$ cat config.mk
export PLATFORM = sky130hd
export DESIGN_NAME = assoc_set
export DESIGN_NICKNAME = d
export VERILOG_FILES = /design/src/rtl/assoc_set.sv
export SDC_FILE = /design/constraint.sdc
export NUM_CORES = 1
export LEC_CHECK = 0
export BUFFER_PORTS_ARGS = -buffer_cell sky130_fd_sc_hd__buf_2
export CAP_MARGIN = 15
export CORE_MARGIN = 4
export CORE_UTILIZATION = 40
export DETAILED_ROUTE_END_ITERATION = 7
export SETUP_SLACK_MARGIN = 0.05
export SLEW_MARGIN = 20
export SYNTH_ARGS = -nofsm -noshare
export SYNTH_HDL_FRONTEND = slang
export SYNTH_SLANG_ARGS = --single-unit
export TNS_END_PERCENT = 5
$ cat constraint.sdc
create_clock -name clk -period 3.45 [get_ports clk]
set_input_delay 0.8625 -clock clk [delete_from_list [all_inputs] [get_ports clk]]
set_output_delay 0.8625 -clock clk [all_outputs]
set_load 0.02 [all_outputs]
$ cat src/rtl/assoc_set.sv
// assoc_set: one set of an N-way set-associative cache with tag compare,
// per-way LRU ages and an enable/ack request handshake.
module assoc_set #(
    parameter int WAYS = 2,
    parameter int WORDS = 4,
    parameter int TAG_W = 5,
    parameter int DATA_W = 16,
    localparam int WAY_W = $clog2(WAYS),
    localparam int WORD_W = $clog2(WORDS)
) (
    input  logic              clk,
    input  logic              rst,
    input  logic              enable,
    input  logic              comp,
    input  logic              write,
    input  logic [WORD_W-1:0] word,
    input  logic [WAY_W-1:0]  way_in,
    input  logic [TAG_W-1:0]  tag_in,
    input  logic [DATA_W-1:0] data_in,
    input  logic              valid_in,
    output logic              hit,
    output logic              dirty_out,
    output logic              valid_out,
    output logic [TAG_W-1:0]  tag_out,
    output logic [DATA_W-1:0] data_out,
    output logic [WAY_W-1:0]  way_out,
    output logic              ack
);
    typedef enum logic [1:0] {IDLE, ACCESS, ACK} state_t;
    state_t state;
    logic              r_comp;
    logic              r_write;
    logic [WORD_W-1:0] r_word;
    logic [WAY_W-1:0]  r_way;
    logic [TAG_W-1:0]  r_tag;
    logic [DATA_W-1:0] r_data;
    logic              r_valid;
    logic [WAYS-1:0]   valid;
    logic [WAYS-1:0]   dirty;
    logic [TAG_W-1:0]  tags [WAYS];
    logic [DATA_W-1:0] mem [WAYS][WORDS];
    logic [WAY_W-1:0]  age [WAYS];
    logic [WAY_W-1:0]  age_nxt [WAYS];
    logic              hit_any;
    logic [WAY_W-1:0]  hit_way;
    logic [WAY_W-1:0]  victim;
    logic [WAY_W-1:0]  sel;
    logic              touch;
    logic              do_write;
    logic              n_dirty;
    logic              n_valid;
    logic [TAG_W-1:0]  n_tag;
    logic [DATA_W-1:0] n_data;
    // Descending scans so the lowest matching / invalid index wins.
    always_comb begin
        hit_any = 1'b0;
        hit_way = '0;
        victim = '0;
        for (int i = WAYS - 1; i >= 0; i--) begin
            if (valid[i] && tags[i] == r_tag) begin
                hit_any = 1'b1;
                hit_way = WAY_W'(i);
            end
        end
        for (int i = WAYS - 1; i >= 0; i--)
            if (age[i] == WAY_W'(WAYS - 1)) victim = WAY_W'(i);
        for (int i = WAYS - 1; i >= 0; i--)
            if (!valid[i]) victim = WAY_W'(i);
    end
    always_comb begin
        sel = r_comp ? (hit_any ? hit_way : victim) : r_way;
        touch = r_comp ? hit_any : r_write;
        do_write = r_write && (!r_comp || hit_any);
        n_data = do_write ? r_data : mem[sel][r_word];
        n_tag = (do_write && !r_comp) ? r_tag : tags[sel];
        n_valid = (do_write && !r_comp) ? r_valid : valid[sel];
        n_dirty = do_write ? 1'b0 : dirty[sel];
    end
    // Touched way becomes youngest; only ways younger than it age by one.
    always_comb begin
        for (int i = 0; i < WAYS; i++)
            age_nxt[i] = (WAY_W'(i) == sel) ? '0
                       : (age[i] < age[sel]) ? age[i] + 1'b1 : age[i];
    end
    always_ff @(posedge clk or negedge rst) begin
        if (!rst) begin
            state <= IDLE;
            ack <= 1'b0;
            hit <= 1'b0;
            dirty_out <= 1'b0;
            valid_out <= 1'b0;
            tag_out <= '0;
            data_out <= '0;
            way_out <= '0;
            r_comp <= 1'b0;
            r_write <= 1'b0;
            r_word <= '0;
            r_way <= '0;
            r_tag <= '0;
            r_data <= '0;
            r_valid <= 1'b0;
            valid <= '0;
            dirty <= '0;
            for (int i = 0; i < WAYS; i++) begin
                tags[i] <= '0;
                age[i] <= WAY_W'(i);
                for (int j = 0; j < WORDS; j++) mem[i][j] <= '0;
            end
        end else begin
            case (state)
                IDLE: if (enable) begin
                    state <= ACCESS;
                    r_comp <= comp;
                    r_write <= write;
                    r_word <= word;
                    r_way <= way_in;
                    r_tag <= tag_in;
                    r_data <= data_in;
                    r_valid <= valid_in;
                end
                ACCESS: begin
                    state <= ACK;
                    ack <= 1'b1;
                    hit <= r_comp && hit_any;
                    way_out <= sel;
                    data_out <= n_data;
                    tag_out <= n_tag;
                    valid_out <= n_valid;
                    dirty_out <= n_dirty;
                    if (do_write) begin
                        mem[sel][r_word] <= r_data;
                        dirty[sel] <= r_comp;
                        if (!r_comp) begin
                            tags[sel] <= r_tag;
                            valid[sel] <= r_valid;
                        end
                    end
                    if (touch) age <= age_nxt;
                end
                ACK: if (!enable) begin
                    state <= IDLE;
                    ack <= 1'b0;
                end
                default: state <= IDLE;
            endcase
        end
    end
endmodule

==> flow_summary.ini, run 1 <==
[finish]
post_layout_nonfiller_instances = 943
final_util_pct = 46.01
final_cell_area_um2 = 10040
antenna_cells = 0
nets = 681
syn_to_final_growth_pct = 12.96
layout-drive-gt1-share_pct = 45.25

[yosys]
yosysSeqAreaShare_pct = 56.04
synth_edf_count = 0
yosys.area.top_type = dfrtp_1
synth_cell_types = 38
synthArstFlopShare_pct = 100.0
synth.most_common_cell = dfrtp_1
syn-num-nets = 639
yosys-top-cells-area = dfrtp_1 56%, mux2_2 18%, mux4_2 8.1%, mux2i_1 2.6%, mux2_1 2.5%
syn_area_per_cell_um2 = 14.60
synth_ff_type = dfrtp_1
ys_top_cells_by_count = 198 x dfrtp_1, 146 x mux2_2, 32 x mux4_2
netlist.area_leader.share_pct = 55.74
netlist_area_um2 = 8889
postSynthCellCount = 609
synth_seq_cells = 199
yosysWarnings = 0

[die]
die_y_um = 157.1
core_area_um2 = 21820
die-area_um2 = 24670
initial_core_util_pct = 40.73
rows = 54
io_pins = 56
die_w_um = 157.1

[sta]
fmax_mhz = 339.5
setup_slack_ns = 0.5045
clock_skew_ns = 0.01143
tns_ns = 0
worst_slew_pin_slew_ns = 0.9595
finalCritPeriodShare_pct = 85.38
finalCriticalPeriod_ns = 2.945
setup_viol_count_final = 0
drv_slew = 0
rsz0062_at_grt = false
final_hold_viol_count = 0
relSlewSlack_pct = 36.04

[global_routing]
overflow = 0
grt_pass1_vias = 5594
antenna_found_initial = 0
grt_usage_pct = 16.32
grt_max_degree = 82
grt_pass1_wl_um = 31090

[place]
place_ws_ns = 0.4782
gp_congestion = 0.7653
portBuffers = 55
place_area_um2 = 9442
dp_cells = 912
hpwl_um = 12600

[clocking]
root_buffer = clkbuf_16
h-tree-depth = 4
cts_tree = yes
cts_resized = 0
cts_made_buffers = 17
post_cts_buffers = 0
ctsLongestPathBuffers = 2
path_clk_slew_ns = 0.07
clk_latency_ns = 0.43
cts_num_sinks = 199
postCtsHoldBufs = 0

[critical_path]
cp_max_fo = 22
crit_arrival_ns = 3.26
crit_required_ns = 3.77
r2r_start = r_tag[3]
startpoint_type = flip-flop
cp-end-kind = flip-flop
path_class = flip-flop to flip-flop
crit_start = r_tag[3]

[drt]
vias_per_cell = 5.442
drt_iter0_drc = 241
drt_pass1_iterations = 4
drc = 0
wl_um = 18940
ant_nets = 0
num_vias = 5132
wl_per_cell_um = 20.09

[job]
drv_cap = 0

[power]
power.density_nw_per_um2 = 858.0
power_leakage_nw = 4.640
irDropWorstVdd_mv = 0.3020

[worst_hold_path]
hold_path.class = input pin to asynchronous set/reset pin

[run_status]
outcome = completed
## worst paths after layout
kind / end / slack (ns) / depth (start not counted)
min in group clk: mem[64] / 0.49 / 1
setup reg to reg: mem[123] / 0.50 / 6
hold reg to reg: mem[64] / 0.49 / 1
max in group asynchronous: mem[54] / 2.17 / 2
hold / removal: tag_out[1] / 0.46 / 1
setup / recovery: mem[123] / 0.50 / 6
## cells in the final DEF, fill, tap and decap left out, drive strengths merged, types with 2 or more instances in the layout
cell type  netlist  routed
nor2b            4       4
nand2           10      10
o22ai           16      16
bufinv           0       2
clkinv           0       4
clkinvlp         0       3
a31oi            5       5
o21ai           10      10
xnor2            6       6
buf             33      79
a21oi           21      21
and4             4       4
and4bb           4       4
nand2b           4       4
inv              5       6
a22oi            6       6
xor2             4       4
clkbuf          24      22
mux2           166     166
dfrtp          198     198
nor2            22      22
mux4            32      32
mux2i           23      23
## area by class of cell
| class | count | area (um2) |
|---|---|---|
| fill | 1926 | 11780 |
| sequential | 199 | 4982 |
| multi-input combinational | 348 | 3593 |
| timing repair buffer | 80 | 496.7 |
| clock buffer | 21 | 480.5 |
| tap | 280 | 350.3 |
| clock inverter | 10 | 118.9 |
| inverter | 5 | 18.77 |
## report_power, final
group	total [mW]	switching, mW	internal, mW
clock network	2.01	0.863	1.14
registers	3.88	0.799	3.08
logic	2.73	1.32	1.41
total	8.62	2.98	5.63
## stage by stage
step | power [mW] | hold slack [ns]
final | 8.615 | 0.4640
after global routing | 9.133 | 0.5079
after CTS | 8.710 | 0.4888
after detailed placement | 6.677 | 0.4736
after global placement | 6.565 | 0.4602
after floorplan | 5.759 | 0.4524
## worst max-delay path, cell delays in order (launching register included)
cell	delay, ns
dfrtp_1	0.44
xor2_1	0.19
nor4_1	0.33
nand3_1	0.23
a31o_2	0.49
and4bb_2	0.72
mux2_2	0.40
## layer usage
layer,share of wire [%],GRT usage [%],vias up
li1,-,-,2291
met5,0,0,-
met3,3.5,3.602,18
met4,1.0,3.933,0
met2,49,26.61,86
met1,47,22.51,2737
## sequential cells by signal (all words and copies together) (netlist names), 2 cells and up
name / flops
r_word: 2
dirty: 2
r_tag: 5
tag_out: 5
data_out: 16
mem: 128
r_data: 16
valid: 2
tags: 10
state: 2
age: 2
## kinds of logic after synthesis
group / count (synthesis) / share of synthesized area [%]
compound gates: 61 / 4.096
flops: 199 / 56.04
mux: 221 / 31.73
xor+xnor: 10 / 0.9853
buf+inv: 62 / 3.618
simple gates: 56 / 3.533
(Power assumes the default switching activity.)
==> run 2: changes to the inputs <==
ABC_AREA = 1   (was default)
CORE_MARGIN = 2   (was 4)
==> flow_summary.ini, run 2 <==
[run_status]
outcome = completed

[sta]
fmax_mhz = 407.3
clock_skew_ns = 0.01091
finalCritPeriodShare_pct = 71.16
relSlewSlack_pct = 43.94
tns_ns = 0
setup_viol_count_final = 0
drv_slew = 0
rsz0062_at_grt = false
final_hold_viol_count = 0
worst_slew_pin_slew_ns = 0.8389
finalCriticalPeriod_ns = 2.455

[yosys]
synth.most_common_cell = nand2_1
yosys-top-cells-area = dfrtp_1 50%, nand2_1 18%, nand4_1 5.1%, inv_1 4.1%, o21ai_2 3.7%
yosysWarnings = 0
syn_area_per_cell_um2 = 8.208
yosysSeqAreaShare_pct = 50.49
netlist.area_leader.share_pct = 50.22
synth_ff_type = dfrtp_1
postSynthCellCount = 1202
ys_top_cells_by_count = 469 x nand2_1, 198 x dfrtp_1, 109 x inv_1
synthArstFlopShare_pct = 100.0
syn-num-nets = 1232
yosys.area.top_type = dfrtp_1
netlist_area_um2 = 9866
synth_seq_cells = 199
synth_cell_types = 29
synth_edf_count = 0

[die]
io_pins = 56
die-area_um2 = 25940
rows = 57
die_w_um = 161.1
core_area_um2 = 24250
initial_core_util_pct = 40.69
die_y_um = 161.1

[drt]
vias_per_cell = 5.057
drc = 0
ant_nets = 0
drt_iter0_drc = 761
wl_per_cell_um = 16.21
drt_pass1_iterations = 5
wl_um = 25030
num_vias = 7808

[clocking]
cts_num_sinks = 199
postCtsHoldBufs = 0
cts_tree = yes
h-tree-depth = 4
cts_resized = 0
cts_made_buffers = 17
ctsLongestPathBuffers = 2
post_cts_buffers = 0
clk_latency_ns = 0.44
root_buffer = clkbuf_16
path_clk_slew_ns = 0.07

[global_routing]
grt_usage_pct = 20.37
grt_max_degree = 79
grt_pass1_wl_um = 41740
grt_pass1_vias = 7504
antenna_found_initial = 0
overflow = 0

[finish]
fill_cells = 2444
mostFrequentLayoutCell = nand2_1
layout-drive-gt1-share_pct = 16.39
regArea_um2 = 4981
nets = 1237
syn_to_final_growth_pct = 9.943
reg.largest.list = mem: 128 flops, data_out: 16 flops, r_data: 16 flops
largest_reg_flops = 128
post_layout_nonfiller_instances = 1544
regMostFlops = mem
antenna_cells = 0
multi_input_area_um2 = 3896
layout_common_cells = 468 x nand2_1, 198 x dfrtp_1, 109 x inv_1, 81 x nand4_1, 59 x o21ai_0

[power]
p_int_mw = 5.504
p_seq_share_pct = 40.6
sw_frac_of_total_pct = 42.41
p_switching_mw = 4.053
p_comb_share_pct = 36.9
irDropWorstVdd_mv = 0.4592
power.density_nw_per_um2 = 881.1
power_leakage_nw = 5.524
p_clk_share_pct = 22.5

[critical_path]
cp_max_fo = 64
startpoint_type = flip-flop
cp-end-kind = flip-flop
max_stage_delay_ns = 0.47
crit_required_ns = 3.77
crit_chain = inv_2, nand2_1, o21ai_1, nor2_1, nand3_1, nand2_1, nand2_4, nand2_8, nand3_2, a21boi_1
crit_family = simple AND/OR/NAND/NOR gates
crit_arrival_ns = 2.78
critPathBufInv = 1
cp_common_cell = nand2_1
path_class = flip-flop to flip-flop
cp_slowest_cell = nand2_8

[place]
hpwl_um = 15920
gp_congestion = 0.8132
portBuffers = 55
dp_cells = 1512

[job]
drv_cap = 0

[worst_hold_path]
hold_path.class = input pin to asynchronous set/reset pin
-- run 2: layout make-up --
cell class / instances / area share, %
sequential: 199 / 45.92
inverter: 122 / 4.268
multi-input combinational: 794 / 35.92
clock buffer: 21 / 4.245
timing repair buffer: 73 / 4.326
clock inverter: 11 / 1.580
tap: 324 / 3.737
-- run 2: metrics by stage --
stage	util [%]	setup WS [ns]	hold slack [ns]	power, mW	instance area, um2
after global placement	42.12	1.029	0.4541	7.396	10210
final	44.73	0.9949	0.4451	9.557	10850
after floorplan	-	1.655	0.4422	6.416	9866
after global routing	44.73	0.6925	0.4868	10.28	10850
after CTS	44.72	0.9510	0.4719	9.625	10840
after detailed placement	42.12	0.9752	0.4583	7.456	10210
-- run 2: final timing paths --
check                         start    endpoint  slack, ns  cells after the start
hold / removal                  rst  tag_out[1]       0.45                      1
min in group clk             mem[0]      mem[0]       0.47                      2
setup reg to reg           r_tag[1]    dirty[1]       0.99                     10
hold reg to reg              mem[0]      mem[0]       0.47                      2
setup / recovery           r_tag[1]    dirty[1]       0.99                     10
max in group asynchronous       rst      age[0]       2.21                      2
-- run 2: cells by family after synthesis --
family / Yosys count / synth area share, %
and+or+nand+nor: 646 / 29.84
buffers and inverters: 209 / 10.10
DFF: 199 / 50.49
AOI/OAI and AO/OA: 148 / 9.575
-- run 2: layer usage --
layer	GRT usage [%]	routed length [um]
met1	28.90	11690
met2	32.81	11860
met3	2.619	1031
met4	6.128	454
met5	0	0
-- run 2: power groups by stage --
stage	Clock [mW]	Sequential (mW)	Combinational (mW)
finish	2.15	3.88	3.53
floorplan	0	3.61	2.80
CTS	2.20	3.87	3.56
global route	2.30	3.98	4.01
detailed placement	0	3.91	3.54
global placement	0	3.90	3.50
==> run 3: changes to the inputs <==
ABC_AREA = 0   (was 1)
clock period = 2 ns   (was 3.45 ns; I/O delays follow)
==> flow_summary.ini, run 3 (synthesis results as in run 1) <==
[critical_path]
crit_arrival_ns = 2.79
rrSetupSlack_ns = -0.47
startpoint_type = flip-flop
r2r_cells = 8
cp-end-kind = flip-flop
cp_max_fo = 6
path_class = flip-flop to flip-flop
crit_required_ns = 2.32
r2r_start = r_tag[0]
r2r-end = mem[108]

[die]
initial_core_util_pct = 40.73
die_y_um = 153.1
die-area_um2 = 23430
rows = 54
io_pins = 56
die_w_um = 153.1
core_area_um2 = 21820

[finish]
nets = 733
layout-drive-gt1-share_pct = 54.75
mostFrequentLayoutCell = dfrtp_1
regMostFlops = mem
antenna_cells = 0
layout_common_cells = 195 x dfrtp_1, 122 x mux2_4, 54 x buf_2, 43 x mux2_2, 41 x buf_4
syn_to_final_growth_pct = 27.25
reg.largest.list = mem: 128 flops, data_out: 16 flops, r_data: 16 flops
final_cell_area_um2 = 11310
largest_reg_flops = 128
fill_cells = 1811

[drt]
ant_nets = 0
num_vias = 5418
drt_pass1_iterations = 4
drc = 0
wl_per_cell_um = 21.20
vias_per_cell = 5.440
wl_um = 21120
drt_iter0_drc = 248

[sta]
drv_slew = 0
final_hold_viol_count = 0
hold_slack_ns = 0.2854
fmax_mhz = 404.2
relSlewSlack_pct = 67.21
finalCritPeriodShare_pct = 123.7
setup_slack_ns = -0.4740
clock_skew_ns = 0.01012
finalCriticalPeriod_ns = 2.474
setup_viol_count_final = 168
rsz0062_at_grt = true
worst_slew_pin_slew_ns = 0.4919

[clocking]
path_clk_slew_ns = 0.08
h-tree-depth = 4
cts_made_buffers = 17
root_buffer = clkbuf_16
ctsLongestPathBuffers = 2
clk_latency_ns = 0.44
cts_num_sinks = 199
cts_tree = yes

[place]
place_ws_ns = -0.5422
hpwl_um = 13460
gp_congestion = 0.7792
place_area_um2 = 9995
portBuffers = 55

[worst_hold_path]
worstHoldEndpoint = r_data[12]
hold_depth = 2
hold_path.class = input pin to flip-flop
worstHoldStart = data_in[12]

[power]
irDropWorstVdd_mv = 0.6952
power_leakage_nw = 5.152
power.density_nw_per_um2 = 1454

[global_routing]
grt_pass1_vias = 5984
grt_usage_pct = 18.40
grt_max_degree = 67
overflow = 0
grt_pass1_wl_um = 33650
antenna_found_initial = 0

[run_status]
failed_checks = setup timing
outcome = complete, but fails checks

[job]
drv_cap = 0
==> run 3: how the worst max path moves through the flow <==
stage | startpoint | end | slack [ns] | depth (start not counted)
2_1_floorplan | r_tag[0] | mem[102] | -0.32 | 9
3_3_place_gp | r_tag[4] | mem[12] | -0.45 | 8
3_5_place_dp | r_tag[0] | tags[5] | -0.54 | 8
4_1_cts | r_tag[3] | tags[5] | -0.47 | 8
5_1_grt | tags[5] | mem[83] | -0.54 | 8
6_report | r_tag[0] | mem[108] | -0.47 | 8
==> run 3: critical path, cell delays in order, from the launching register on <==
cell	delay, ns
dfrtp_2	0.46
xnor2_1	0.16
nand4_1	0.16
or2_2	0.38
a31oi_4	0.26
buf_6	0.16
and4bb_4	0.29
buf_4	0.18
mux2_4	0.31
==> run 3: power breakdown <==
group / leakage [nW] / internal, mW / switching (mW)
Combinational: 2.27 / 3.51 / 2.81
Sequential: 2.60 / 5.31 / 1.34
Clock: 0.286 / 1.81 / 1.65
==> run 3: layer usage <==
metal	share of wire (%)	GRT usage, %	vias to the layer above
li1	-	-	2412
met1	48	25.38	2875
met2	48	29.97	105
met3	3.6	3.828	26
met4	1.2	4.586	0
met5	0	0	-
==> run 3: final cells by class <==
type                            instances  area (um2)  share of cell area [%]
Inverter                                5       18.77                  0.1659
Tap cell                              280       350.3                   3.097
Clock buffer                           18       439.2                   3.883
Clock inverter                         14       153.9                   1.361
Multi-Input combinational cell        348        4179                   36.95
Timing Repair Buffer                  132        1185                   10.48
Sequential cell                       199        4985                   44.07
==> run 3: what timing repair did <==
| action | 4_1_cts | 5_1_grt |
|---|---|---|
| endpoints found under the setup margin | 168 | 168 |
| hold endpoints to repair | 27 | 0 |
| gates cloned | 2 | 4 |
| pin swaps | 6 | 3 |
| gates resized for setup | 84 | 79 |
| hold buffers | 1 | 0 |
| setup buffers | 3 | 2 |
==> run 3: through the flow <==
stage / TNS [ns] / cells / power, mW / utilization (%)
floorplan: -35.64 / 609 / 10.09 / -
global placement: -64.95 / 952 / 11.95 / 45.80
detailed placement: -77.26 / 952 / 12.15 / 45.80
CTS: -63.89 / 990 / 16.08 / 50.17
global route: -75.28 / 996 / 17.36 / 51.83
finish: -60.85 / 996 / 16.44 / 51.83
